$ cat config.mk
export PLATFORM = sky130hd
export DESIGN_NAME = leve_alu_pipe_flat
export DESIGN_NICKNAME = d
export VERILOG_FILES = /design/src/rtl/leve_alu_pipe_pkg.sv /design/src/rtl/leve_alu_pipe_if.sv /design/src/rtl/leve_alu_pipe_core.sv /design/src/rtl/leve_alu_pipe.sv /design/src/flat_wrapper.sv
export SDC_FILE = /design/constraint.sdc
export NUM_CORES = 1
export LEC_CHECK = 0
export CAP_MARGIN = 15
export CORE_MARGIN = 1.5
export CORE_UTILIZATION = 45
export CTS_CLUSTER_SIZE = 28
export DETAILED_ROUTE_END_ITERATION = 8
export PLACE_DENSITY = 0.66
export SLEW_MARGIN = 20
export SYNTH_ARGS = -nofsm -noshare
export SYNTH_HDL_FRONTEND = slang
export SYNTH_HIERARCHICAL = 1
export SYNTH_SLANG_ARGS = --single-unit
$ cat constraint.sdc
create_clock -name CLK -period 11.85 [get_ports CLK]
set_input_delay 1.185 -clock CLK [delete_from_list [all_inputs] [get_ports CLK]]
set_output_delay 1.185 -clock CLK [all_outputs]
set_load 0.03 [all_outputs]
$ cat src/rtl/leve_alu_pipe_pkg.sv
// Shared types for the LEVE pipelined ALU/branch unit.
package leve_alu_pkg;

  // Result struct is sized for the widest legal datapath; narrower builds truncate.
  localparam int XLEN_MAX = 64;
  localparam int TAG_MAX  = 8;

  typedef enum logic [4:0] {
    ADD  = 5'd0,
    SUB  = 5'd1,
    AND  = 5'd2,
    OR   = 5'd3,
    XOR  = 5'd4,
    SLL  = 5'd5,
    SRL  = 5'd6,
    SRA  = 5'd7,
    SLT  = 5'd8,
    SLTU = 5'd9,
    BEQ  = 5'd10,
    BNE  = 5'd11,
    BLT  = 5'd12,
    BGE  = 5'd13,
    BLTU = 5'd14,
    BGEU = 5'd15,
    JAL  = 5'd16,
    JALR = 5'd17
  } alu_op_e;

  typedef struct packed {
    logic                we;
    logic                br;
    logic [XLEN_MAX-1:0] tgt;
    logic [XLEN_MAX-1:0] d;
    logic [TAG_MAX-1:0]  tag;
  } alu_res_t;

  // Conditional branches occupy a contiguous opcode range.
  function automatic logic is_branch(alu_op_e op);
    return (op >= BEQ) && (op <= BGEU);
  endfunction

endpackage

$ cat src/rtl/leve_alu_pipe_if.sv
// Operand/result bus of the ALU pipe: issue side, flush and writeback/redirect side.
interface leve_alu_pipe_if #(
  parameter int XLEN  = 32,
  parameter int TAG_W = 5
) ();
  logic             IN_VALID;
  logic             IN_READY;
  logic [4:0]       OP;
  logic [XLEN-1:0]  RS1_D;
  logic [XLEN-1:0]  RS2_D;
  logic [XLEN-1:0]  PC;
  logic [XLEN-1:0]  IMM;
  logic [TAG_W-1:0] RD_IDX;
  logic             FLUSH;
  logic             OUT_VALID;
  logic             OUT_READY;
  logic             RD_WE;
  logic [TAG_W-1:0] RD_IDX_O;
  logic [XLEN-1:0]  RD_D;
  logic             PC_BR;
  logic [XLEN-1:0]  BR_TARGET;
  logic [XLEN-1:0]  ALU_OUT;

  modport master (
    output IN_VALID, OP, RS1_D, RS2_D, PC, IMM, RD_IDX, FLUSH, OUT_READY,
    input  IN_READY, OUT_VALID, RD_WE, RD_IDX_O, RD_D, PC_BR, BR_TARGET, ALU_OUT
  );

  modport slave (
    input  IN_VALID, OP, RS1_D, RS2_D, PC, IMM, RD_IDX, FLUSH, OUT_READY,
    output IN_READY, OUT_VALID, RD_WE, RD_IDX_O, RD_D, PC_BR, BR_TARGET, ALU_OUT
  );
endinterface

$ cat src/rtl/leve_alu_pipe_core.sv
// Combinational op evaluation: opcode + operands -> writeback/redirect result.
module leve_alu_core
  import leve_alu_pkg::*;
#(
  parameter int XLEN  = 32,
  parameter int TAG_W = 5
) (
  input  logic [4:0]       op,
  input  logic [XLEN-1:0]  rs1,
  input  logic [XLEN-1:0]  rs2,
  input  logic [XLEN-1:0]  pc,
  input  logic [XLEN-1:0]  imm,
  input  logic [TAG_W-1:0] tag,
  output alu_res_t         res
);
  localparam int SHW = $clog2(XLEN);

  alu_op_e         opc;
  logic [SHW-1:0]  shamt;
  logic            lt, ltu, eq, cond;
  logic            we, br;
  logic [XLEN-1:0] d, tgt;

  assign opc   = alu_op_e'(op);
  assign shamt = rs2[SHW-1:0];
  assign lt    = $signed(rs1) < $signed(rs2);
  assign ltu   = rs1 < rs2;
  assign eq    = rs1 == rs2;

  // branch condition select
  always_comb begin
    cond = 1'b0;
    case (opc)
      BEQ:     cond = eq;
      BNE:     cond = !eq;
      BLT:     cond = lt;
      BGE:     cond = !lt;
      BLTU:    cond = ltu;
      BGEU:    cond = !ltu;
      default: cond = 1'b0;
    endcase
  end

  // result/writeback/redirect per opcode; unknown opcodes fall out as all-zero no-ops
  always_comb begin
    d   = '0;
    we  = 1'b0;
    br  = 1'b0;
    tgt = pc + imm;
    if (is_branch(opc)) begin
      d  = XLEN'(cond);
      br = cond;
    end else begin
      case (opc)
        ADD:  begin d = rs1 + rs2;                   we = 1'b1; end
        SUB:  begin d = rs1 - rs2;                   we = 1'b1; end
        AND:  begin d = rs1 & rs2;                   we = 1'b1; end
        OR:   begin d = rs1 | rs2;                   we = 1'b1; end
        XOR:  begin d = rs1 ^ rs2;                   we = 1'b1; end
        SLL:  begin d = rs1 << shamt;                we = 1'b1; end
        SRL:  begin d = rs1 >> shamt;                we = 1'b1; end
        SRA:  begin d = $signed(rs1) >>> shamt;      we = 1'b1; end
        SLT:  begin d = XLEN'(lt);                   we = 1'b1; end
        SLTU: begin d = XLEN'(ltu);                  we = 1'b1; end
        JAL:  begin d = pc + XLEN'(4); we = 1'b1; br = 1'b1; end
        JALR: begin
          d   = pc + XLEN'(4);
          we  = 1'b1;
          br  = 1'b1;
          tgt = (rs1 + imm) & {{(XLEN-1){1'b1}}, 1'b0};
        end
        default: ;
      endcase
    end
  end

  assign res = '{we: we, br: br, tgt: XLEN_MAX'(tgt), d: XLEN_MAX'(d), tag: TAG_MAX'(tag)};

endmodule

$ cat src/rtl/leve_alu_pipe.sv
// Pipelined ALU/branch unit: operand register stage, optional result stage,
// valid/ready backpressure and a flush that empties every stage.
module leve_alu_pipe
  import leve_alu_pkg::*;
#(
  parameter int XLEN   = 32,
  parameter int TAG_W  = 5,
  parameter int STAGES = 2
) (
  input logic            CLK,
  input logic            RSTn,
  leve_alu_pipe_if.slave bus
);
  logic [STAGES:1]  vld_pipe;
  logic [STAGES:1]  adv;
  logic             in_fire;

  logic [4:0]       op_q;
  logic [XLEN-1:0]  rs1_q, rs2_q, pc_q, imm_q;
  logic [TAG_W-1:0] tag_q;

  alu_res_t         core_res;
  alu_res_t         out_res;
  logic             unused_res;

  // stall chain from the output back: a stage moves if the next is empty or moving
  always_comb begin
    logic go;
    go = !vld_pipe[STAGES] || bus.OUT_READY;
    adv = '0;
    adv[STAGES] = go;
    for (int k = STAGES - 1; k >= 1; k--) begin
      go     = !vld_pipe[k] || go;
      adv[k] = go;
    end
  end

  assign bus.IN_READY = adv[1] && !bus.FLUSH;
  assign in_fire      = bus.IN_VALID && bus.IN_READY;

  // stage valid bits; flush wins over any handshake
  always_ff @(posedge CLK or negedge RSTn) begin
    if (!RSTn) begin
      vld_pipe <= '0;
    end else if (bus.FLUSH) begin
      vld_pipe <= '0;
    end else begin
      if (adv[1]) vld_pipe[1] <= in_fire;
      for (int k = 2; k <= STAGES; k++)
        if (adv[k]) vld_pipe[k] <= vld_pipe[k-1];
    end
  end

  // operand/op capture on accept
  always_ff @(posedge CLK or negedge RSTn) begin
    if (!RSTn) begin
      op_q  <= '0;
      rs1_q <= '0;
      rs2_q <= '0;
      pc_q  <= '0;
      imm_q <= '0;
      tag_q <= '0;
    end else if (in_fire) begin
      op_q  <= bus.OP;
      rs1_q <= bus.RS1_D;
      rs2_q <= bus.RS2_D;
      pc_q  <= bus.PC;
      imm_q <= bus.IMM;
      tag_q <= bus.RD_IDX;
    end
  end

  leve_alu_core #(.XLEN(XLEN), .TAG_W(TAG_W)) u_core (
    .op  (op_q),
    .rs1 (rs1_q),
    .rs2 (rs2_q),
    .pc  (pc_q),
    .imm (imm_q),
    .tag (tag_q),
    .res (core_res)
  );

  generate
    if (STAGES == 2) begin : g_s2
      alu_res_t res_q;
      // result register; holds while the consumer stalls
      always_ff @(posedge CLK or negedge RSTn) begin
        if (!RSTn)                      res_q <= '0;
        else if (adv[2] && vld_pipe[1]) res_q <= core_res;
      end
      assign out_res = res_q;
    end else begin : g_s1
      assign out_res = core_res;
    end
  endgenerate

  assign bus.OUT_VALID = vld_pipe[STAGES];
  assign bus.RD_WE     = vld_pipe[STAGES] && out_res.we;
  assign bus.PC_BR     = vld_pipe[STAGES] && out_res.br;
  assign bus.RD_D      = out_res.d[XLEN-1:0];
  assign bus.ALU_OUT   = out_res.d[XLEN-1:0];
  assign bus.BR_TARGET = out_res.tgt[XLEN-1:0];
  assign bus.RD_IDX_O  = out_res.tag[TAG_W-1:0];

  // upper struct bits exist only for the widest build
  assign unused_res = ^{out_res.tgt, out_res.d, out_res.tag};

endmodule

$ cat src/flat_wrapper.sv
// flat-port wrapper written by rule: the top's interface ports become plain ports
module leve_alu_pipe_flat import leve_alu_pkg::*;
#(
  parameter int XLEN   = 32,
  parameter int TAG_W  = 5,
  parameter int STAGES = 2
)
  (CLK, RSTn, bus_IN_VALID, bus_OP, bus_RS1_D, bus_RS2_D, bus_PC, bus_IMM, bus_RD_IDX, bus_FLUSH, bus_OUT_READY, bus_IN_READY, bus_OUT_VALID, bus_RD_WE, bus_RD_IDX_O, bus_RD_D, bus_PC_BR, bus_BR_TARGET, bus_ALU_OUT);
  leve_alu_pipe_if #(.XLEN(XLEN), .TAG_W(TAG_W)) bus_i ();
  input logic CLK;
  input logic RSTn;
  input wire logic [$bits(bus_i.IN_VALID)-1:0] bus_IN_VALID;
  input wire logic [$bits(bus_i.OP)-1:0] bus_OP;
  input wire logic [$bits(bus_i.RS1_D)-1:0] bus_RS1_D;
  input wire logic [$bits(bus_i.RS2_D)-1:0] bus_RS2_D;
  input wire logic [$bits(bus_i.PC)-1:0] bus_PC;
  input wire logic [$bits(bus_i.IMM)-1:0] bus_IMM;
  input wire logic [$bits(bus_i.RD_IDX)-1:0] bus_RD_IDX;
  input wire logic [$bits(bus_i.FLUSH)-1:0] bus_FLUSH;
  input wire logic [$bits(bus_i.OUT_READY)-1:0] bus_OUT_READY;
  output wire logic [$bits(bus_i.IN_READY)-1:0] bus_IN_READY;
  output wire logic [$bits(bus_i.OUT_VALID)-1:0] bus_OUT_VALID;
  output wire logic [$bits(bus_i.RD_WE)-1:0] bus_RD_WE;
  output wire logic [$bits(bus_i.RD_IDX_O)-1:0] bus_RD_IDX_O;
  output wire logic [$bits(bus_i.RD_D)-1:0] bus_RD_D;
  output wire logic [$bits(bus_i.PC_BR)-1:0] bus_PC_BR;
  output wire logic [$bits(bus_i.BR_TARGET)-1:0] bus_BR_TARGET;
  output wire logic [$bits(bus_i.ALU_OUT)-1:0] bus_ALU_OUT;
  assign bus_i.IN_VALID = bus_IN_VALID;
  assign bus_i.OP = bus_OP;
  assign bus_i.RS1_D = bus_RS1_D;
  assign bus_i.RS2_D = bus_RS2_D;
  assign bus_i.PC = bus_PC;
  assign bus_i.IMM = bus_IMM;
  assign bus_i.RD_IDX = bus_RD_IDX;
  assign bus_i.FLUSH = bus_FLUSH;
  assign bus_i.OUT_READY = bus_OUT_READY;
  assign bus_IN_READY = bus_i.IN_READY;
  assign bus_OUT_VALID = bus_i.OUT_VALID;
  assign bus_RD_WE = bus_i.RD_WE;
  assign bus_RD_IDX_O = bus_i.RD_IDX_O;
  assign bus_RD_D = bus_i.RD_D;
  assign bus_PC_BR = bus_i.PC_BR;
  assign bus_BR_TARGET = bus_i.BR_TARGET;
  assign bus_ALU_OUT = bus_i.ALU_OUT;
  leve_alu_pipe #(.XLEN(XLEN), .TAG_W(TAG_W), .STAGES(STAGES)) u_core (.CLK(CLK), .RSTn(RSTn), .bus(bus_i));
endmodule
==> results.py, run 1 <==
metrics = {
    "floorplanning": {
        "core_area_um2": 46650,
        "num_rows": 79,
        "ios": 248,
        "initial_core_util": 0.4579,
        "dieArea_um2": 48790,
        "die_x_um": 220.9,
        "die_height_um": 220.9,
    },
    "power": {
        "ir_worst_vdd_uv": 192.3,
        "leakage_nw": 10.29,
        "p_per_area_nw_per_um2": 196.0,
        "power_w": 0.004783,
    },
    "final_layout": {
        "num-nets-final": 2837,
        "final_core_util": 0.5230,
        "fill_cells": 4402,
        "drive_gt1_frac": 0.1093,
        "final_area_um2": 24400,
        "multi_input_area_um2": 14230,
        "area_growth_pct": 14.22,
        "finalNonFillerCells": 3151,
        "regArea_um2": 5286,
        "antenna_cells": 0,
    },
    "sta": {
        "clock_skew_ns": 0.03730,
        "hold_viol_final": 0,
        "slew_violations": 0,
        "max_freq_mhz": 213.3,
        "period_minus_slack_ns": 4.689,
        "setup_viol": 0,
        "grt_setup_unrepaired": "false",
        "finalCritPeriodShare": 0.3957,
        "slew_headroom": 0.3111,
        "tightest_slew_ns": 1.032,
        "fin_tns_setup_ns": 0,
    },
    "critical_path": {
        "crit_type": "reg -> reg",
        "crit_fanout": 45,
        "required_ns": 12.29,
        "crit_arrival_ns": 5.13,
        "critPathCaptureType": "register",
        "rr_startpoint": "u_core/rs2_q[3]",
        "critPathLaunchType": "register",
        "critPathLaunch": "u_core/rs2_q[3]",
    },
    "synthesis": {
        "syn_area_per_cell_um2": 8.716,
        "syn_inst": 2451,
        "syn-cell-area_um2": 21360,
        "syn-num-nets": 2764,
        "yosysWarnings": 6,
    },
    "drt": {
        "wl_per_cell_um": 25.57,
        "vias": 19950,
        "drc": 6,
        "drt_wl_total_um": 80580,
        "dr.pass1.iters": 9,
        "ant_nets": 0,
        "via_per_inst": 6.332,
        "drtIter0Drc": 1980,
    },
    "cts": {
        "holdBufCountCts": 0,
        "htree_levels": 1,
        "root_buffer": "clkbuf_16",
        "cts_tree": "done",
        "cts_resized": 0,
        "cts.sinks": 211,
        "cts.clk_slew.worst_paths_ns": 0.07,
        "cts_setup_buffers": 0,
        "cts_buffers": 26,
        "insertion_delay_ns": 0.60,
        "clockBufferDepth": 3,
    },
    "grt": {
        "grt_max_degree": 88,
        "antenna_found_initial": 1,
        "grt_pass1_vias": 19540,
        "grt_pass1_wl_um": 121600,
        "grt.total_usage": 0.3221,
        "overflow": 0,
    },
    "worst_hold_path": {
        "min_path_type": "reg -> reg",
        "worstHoldStart": "u_core/tag_q[0]",
    },
    "place": {
        "port_buffers": 247,
        "place_area_um2": 23470,
        "place_congestion": 0.9696,
        "dpl.cell_count": 3103,
        "dp_hpwl_um": 60530,
    },
    "job": {
        "cap_viol_max_count": 0,
    },
    "run_status": {
        "violations": "DRC",
        "status": "finished with violations",
    },
}
==> placed cells by master (no fill, tap or decap), types with 19 or more instances in the layout <==
master	instances
nor2_1	221
a22oi_1	20
a221oi_1	26
and3_1	24
or3_1	19
a211oi_1	28
dfrtp_1	208
mux2i_1	67
clkbuf_16	26
mux2_1	101
nand2_1	164
clkdlybuf4s50_1	246
mux2_2	112
nor3_1	42
mux4_2	32
a21oi_1	200
nand2b_1	21
inv_1	108
o21ai_0	164
buf_4	42
a21o_1	34
o211ai_1	24
xor2_1	42
nand3_1	41
xnor2_1	35
ha_1	166
==> cell type report <==
| cell class | count | share of cell area |
|---|---|---|
| inverters | 109 | 0.01677 |
| repair buffers | 289 | 0.1144 |
| well taps | 607 | 0.03112 |
| clock buffers | 36 | 0.03066 |
| clock inverters | 12 | 0.007179 |
| flip-flops and latches | 211 | 0.2166 |
| multi-input cells | 1887 | 0.5832 |
==> final timing paths <==
path                                          end  slack (ns)  cells after the start
setup / recovery           u_core/bus.ALU_OUT[23]        7.16                     13
min in group asynchronous        u_core/rs2_q[13]        0.64                      1
hold reg to reg                   u_core/tag_q[0]        0.49                      1
setup reg to reg           u_core/bus.ALU_OUT[23]        7.16                     13
max in group asynchronous         u_core/rs2_q[0]        9.78                      2
hold / removal                    u_core/tag_q[0]        0.49                      1
==> stage by stage <==
step | hold slack (ns) | setup WS (ns)
3_5_place_dp | 0.4760 | 6.856
3_3_place_gp | 0.4641 | 6.999
2_1_floorplan | 0.4562 | 7.510
6_report | 0.4872 | 7.161
5_1_grt | 0.5042 | 6.835
4_1_cts | 0.4911 | 7.226
==> registers in the layout (all words and copies together) (netlist names), 5 cells and up <==
| name | count |
|---|---|
| u_core/imm_q | 32 |
| u_core/bus.ALU_OUT | 32 |
| u_core/rs1_q | 32 |
| u_core/pc_q | 32 |
| u_core/bus.RD_IDX_O | 5 |
| u_core/bus.BR_TARGET | 32 |
| u_core/op_q | 5 |
| u_core/rs2_q | 32 |
| u_core/tag_q | 5 |
==> report_power, final <==
part,internal (W),leakage [nW],switching (W)
registers,0.000908,2.50,0.000238
clock network,0.000510,0.455,0.000347
logic,0.00112,7.33,0.00166
==> layer usage <==
layer  GRT usage  wire length (um)
met1      0.4434             35120
met2      0.5067             35750
met5           0                16
met4      0.1148              3217
met3     0.05803              6477
==> critical path, stage by stage, from the launching register on <==
cell	delay, ns
dfrtp_2	0.87
inv_1	0.14
ha_1	0.45
nor4_1	0.86
o31ai_4	0.20
a31oi_4	0.26
nor4b_2	0.10
o41ai_2	0.48
a21oi_1	0.27
o31ai_2	0.28
o21ai_0	0.10
nor2_1	0.11
o21ai_1	0.08
mux2_2	0.29
Power figures use the tool's default switching activity.
==> inputs of run 2 (changes only) <==
--- a/config.mk
+++ b/config.mk
@@ -10,7 +10,7 @@
 export CORE_UTILIZATION = 45
 export CTS_CLUSTER_SIZE = 28
 export DETAILED_ROUTE_END_ITERATION = 8
-export PLACE_DENSITY = 0.66
+export PLACE_DENSITY = 0.69
 export SLEW_MARGIN = 20
 export SYNTH_ARGS = -nofsm -noshare
 export SYNTH_HDL_FRONTEND = slang
==> constraint.sdc (replaced) <==
create_clock -name CLK -period 4 [get_ports CLK]
set_input_delay 0.4 -clock CLK [delete_from_list [all_inputs] [get_ports CLK]]
set_output_delay 0.4 -clock CLK [all_outputs]
set_load 0.03 [all_outputs]
==> run 2 against run 1 <==
Against the previous run:
- critical path depth increased by 2
- worst hold slack got worse by 0.069 ns
- critical endpoint is now u_core/bus.ALU_OUT[0]
- sequential power increased to 2.8 times the previous value
- combinational power increased to 3.2 times the previous value
- the flow still finishes with violations (DRC)
- count of clock-buffer cells in the layout decreased by 2
- first-iteration DRC count increased by 26%
- critical path type unchanged
- worst setup slack got worse by 7.0 ns
- die area unchanged
- fmax increased by 22%
- core utilization increased by 1.9 points
- power increased to 3.0 times the previous value
- final cell count increased by 3.2%
==> results.py, run 2 (synthesis results as in run 1) <==
metrics = {
    "run_status": {
        "status": "finished with violations",
        "violations": "DRC",
    },
    "grt": {
        "grt_pass1_wl_um": 128200,
        "antenna_found_initial": 1,
        "overflow": 0,
        "grt_pass1_vias": 20200,
        "grt_max_degree": 97,
        "grt.total_usage": 0.3432,
    },
    "power": {
        "p_comb_frac": 0.611,
        "leakage_nw": 10.81,
        "p_sw_frac": 0.4671,
        "switchingPower_w": 0.006810,
        "p_clk_frac": 0.167,
        "p_per_area_nw_per_um2": 576.4,
        "internal_power_w": 0.007770,
        "ir_worst_vdd_uv": 372.2,
        "seqPwrFrac": 0.222,
    },
    "critical_path": {
        "critPathCaptureType": "register",
        "crit_arrival_ns": 4.30,
        "crit_type": "reg -> reg",
        "crit_path_top_delay_cell": "or4b_4",
        "path_cells": "inv_1, ha_2, inv_1, fa_2, nor3b_2, o311a_1, or4b_4, a21boi_4, a311oi_4, o21ai_2, a211oi_2, o41a_1, a21oi_1, nand3_1, mux2_2",
        "critPathLaunchType": "register",
        "endpoint": "u_core/bus.ALU_OUT[0]",
        "cp_top_family": "compound AO/OA/AOI/OAI gates",
        "critPathLaunch": "u_core/rs1_q[0]",
        "worstReg2RegEnd": "u_core/bus.ALU_OUT[0]",
        "crit_cells": 15,
        "path_buf_inv": 2,
        "critPathMaxStageDelay_ns": 0.53,
        "reg2regPathDepth": 15,
        "path_common_cell": "inv_1",
        "required_ns": 4.46,
        "crit_fanout": 3,
        "rrSetupSlack_ns": 0.16,
        "rr_startpoint": "u_core/rs1_q[0]",
    },
    "cts": {
        "root_buffer": "clkbuf_16",
        "cts.sinks": 211,
        "cts_buffers": 25,
        "htree_levels": 1,
        "insertion_delay_ns": 0.58,
        "clockBufferDepth": 3,
        "cts.clk_slew.worst_paths_ns": 0.07,
        "cts_tree": "done",
    },
    "drt": {
        "drtIter0Drc": 2500,
        "wl_per_cell_um": 26.43,
        "drt_wl_total_um": 85910,
        "drc": 5,
        "via_per_inst": 6.287,
        "vias": 20440,
        "dr.pass1.iters": 9,
        "ant_nets": 0,
    },
    "final_layout": {
        "mostFrequentLayoutCells": "clkdlybuf4s50_1, nor2_1, dfrtp_1",
        "drive_gt1_frac": 0.1471,
        "antenna_cells": 0,
        "final_core_util": 0.5422,
        "final_area_um2": 25300,
        "area_growth_pct": 18.41,
        "final_common_cell": "clkdlybuf4s50_1",
        "num-nets-final": 2942,
        "regArea_um2": 5288,
        "fill_cells": 4371,
        "multi_input_area_um2": 14280,
    },
    "sta": {
        "finalCritPeriodShare": 0.9603,
        "whs_ns": 0.4178,
        "slew_headroom": 0.4034,
        "hold_viol_final": 0,
        "tightest_slew_ns": 0.8922,
        "max_freq_mhz": 260.3,
        "setup_viol": 0,
        "period_minus_slack_ns": 3.841,
        "slew_violations": 0,
        "clock_skew_ns": 0.01666,
    },
    "worst_hold_path": {
        "whs_path_depth": 2,
        "min_path_type": "in -> reg",
    },
    "floorplanning": {
        "die_x_um": 220.9,
        "ios": 248,
        "dieArea_um2": 48790,
        "initial_core_util": 0.4579,
        "num_rows": 79,
        "core_area_um2": 46650,
        "die_height_um": 220.9,
    },
    "place": {
        "place_area_um2": 24370,
        "port_buffers": 247,
        "dp_hpwl_um": 66740,
        "place_congestion": 1.020,
    },
    "job": {
        "cap_viol_max_count": 0,
    },
}
==> run 2: area by class of cell <==
cell class / instances / share of cell area
clock inverter: 8 / 0.005391
inverter: 109 / 0.01617
sequential: 211 / 0.2090
tap: 607 / 0.03002
timing repair buffer: 395 / 0.1464
clock buffer: 34 / 0.02844
multi-input combinational: 1887 / 0.5645
==> run 2: worst min path at each step <==
stage	slack [ns]	from	end
floorplan	0.10	RSTn	u_core/bus.ALU_OUT[0]
global placement	0.44	RSTn	u_core/rs2_q[8]
detailed placement	0.46	RSTn	u_core/rs2_q[11]
CTS	0.40	bus_PC[15]	u_core/pc_q[15]
global route	0.41	bus_OP[3]	u_core/op_q[3]
finish	0.42	bus_RS2_D[16]	u_core/rs2_q[16]
==> run 2: power by group through the flow <==
| stage | registers, W | logic, W | clock network [W] |
|---|---|---|---|
| 2_1_floorplan | 0.00311 | 0.00621 | 0 |
| 3_3_place_gp | 0.00324 | 0.00861 | 0 |
| 3_5_place_dp | 0.00326 | 0.00868 | 0 |
| 4_1_cts | 0.00323 | 0.00872 | 0.00249 |
| 5_1_grt | 0.00332 | 0.00944 | 0.00256 |
| 6_report | 0.00324 | 0.00891 | 0.00244 |
==> run 2: worst reg2reg max path, stage by stage (launching register included) <==
cell and delay [ns]:
dfrtp_1 0.38, inv_1 0.09, ha_2 0.18, inv_1 0.06, fa_2 0.37, nor3b_2 0.18
o311a_1 0.36, or4b_4 0.53, a21boi_4 0.21, a311oi_4 0.14, o21ai_2 0.23, a211oi_2 0.13
o41a_1 0.37, a21oi_1 0.16, nand3_1 0.08, mux2_2 0.26
==> run 2: stage by stage <==
stage,setup slack [ns],std cells,total power (W),TNS [ns]
global placement,0.07009,3207,0.01184,0
finish,0.1586,3251,0.01458,0
global route,-0.0008971,3251,0.01532,-0.0008971
CTS,0.02470,3250,0.01445,0
floorplan,0.002515,2451,0.009326,0
detailed placement,0.05024,3207,0.01194,0
==> run 2: timing repair <==
| item | in CTS | in global routing |
|---|---|---|
| endpoints found under the setup margin | 0 | 5 |
| resized for setup | 0 | 11 |
| hold buffers | 1 | 0 |
| buffers inserted | 0 | 1 |
| endpoints found under the hold margin | 73 | 0 |
==> run 2: layer usage <==
| metal | track usage | up-vias | routed length (um) |
|---|---|---|---|
| li1 | - | 9245 | - |
| met1 | 0.4768 | 10090 | 37660 |
| met2 | 0.5530 | 941 | 38950 |
| met3 | 0.04475 | 162 | 6146 |
| met4 | 0.1115 | 2 | 3136 |
| met5 | 0 | - | 13 |
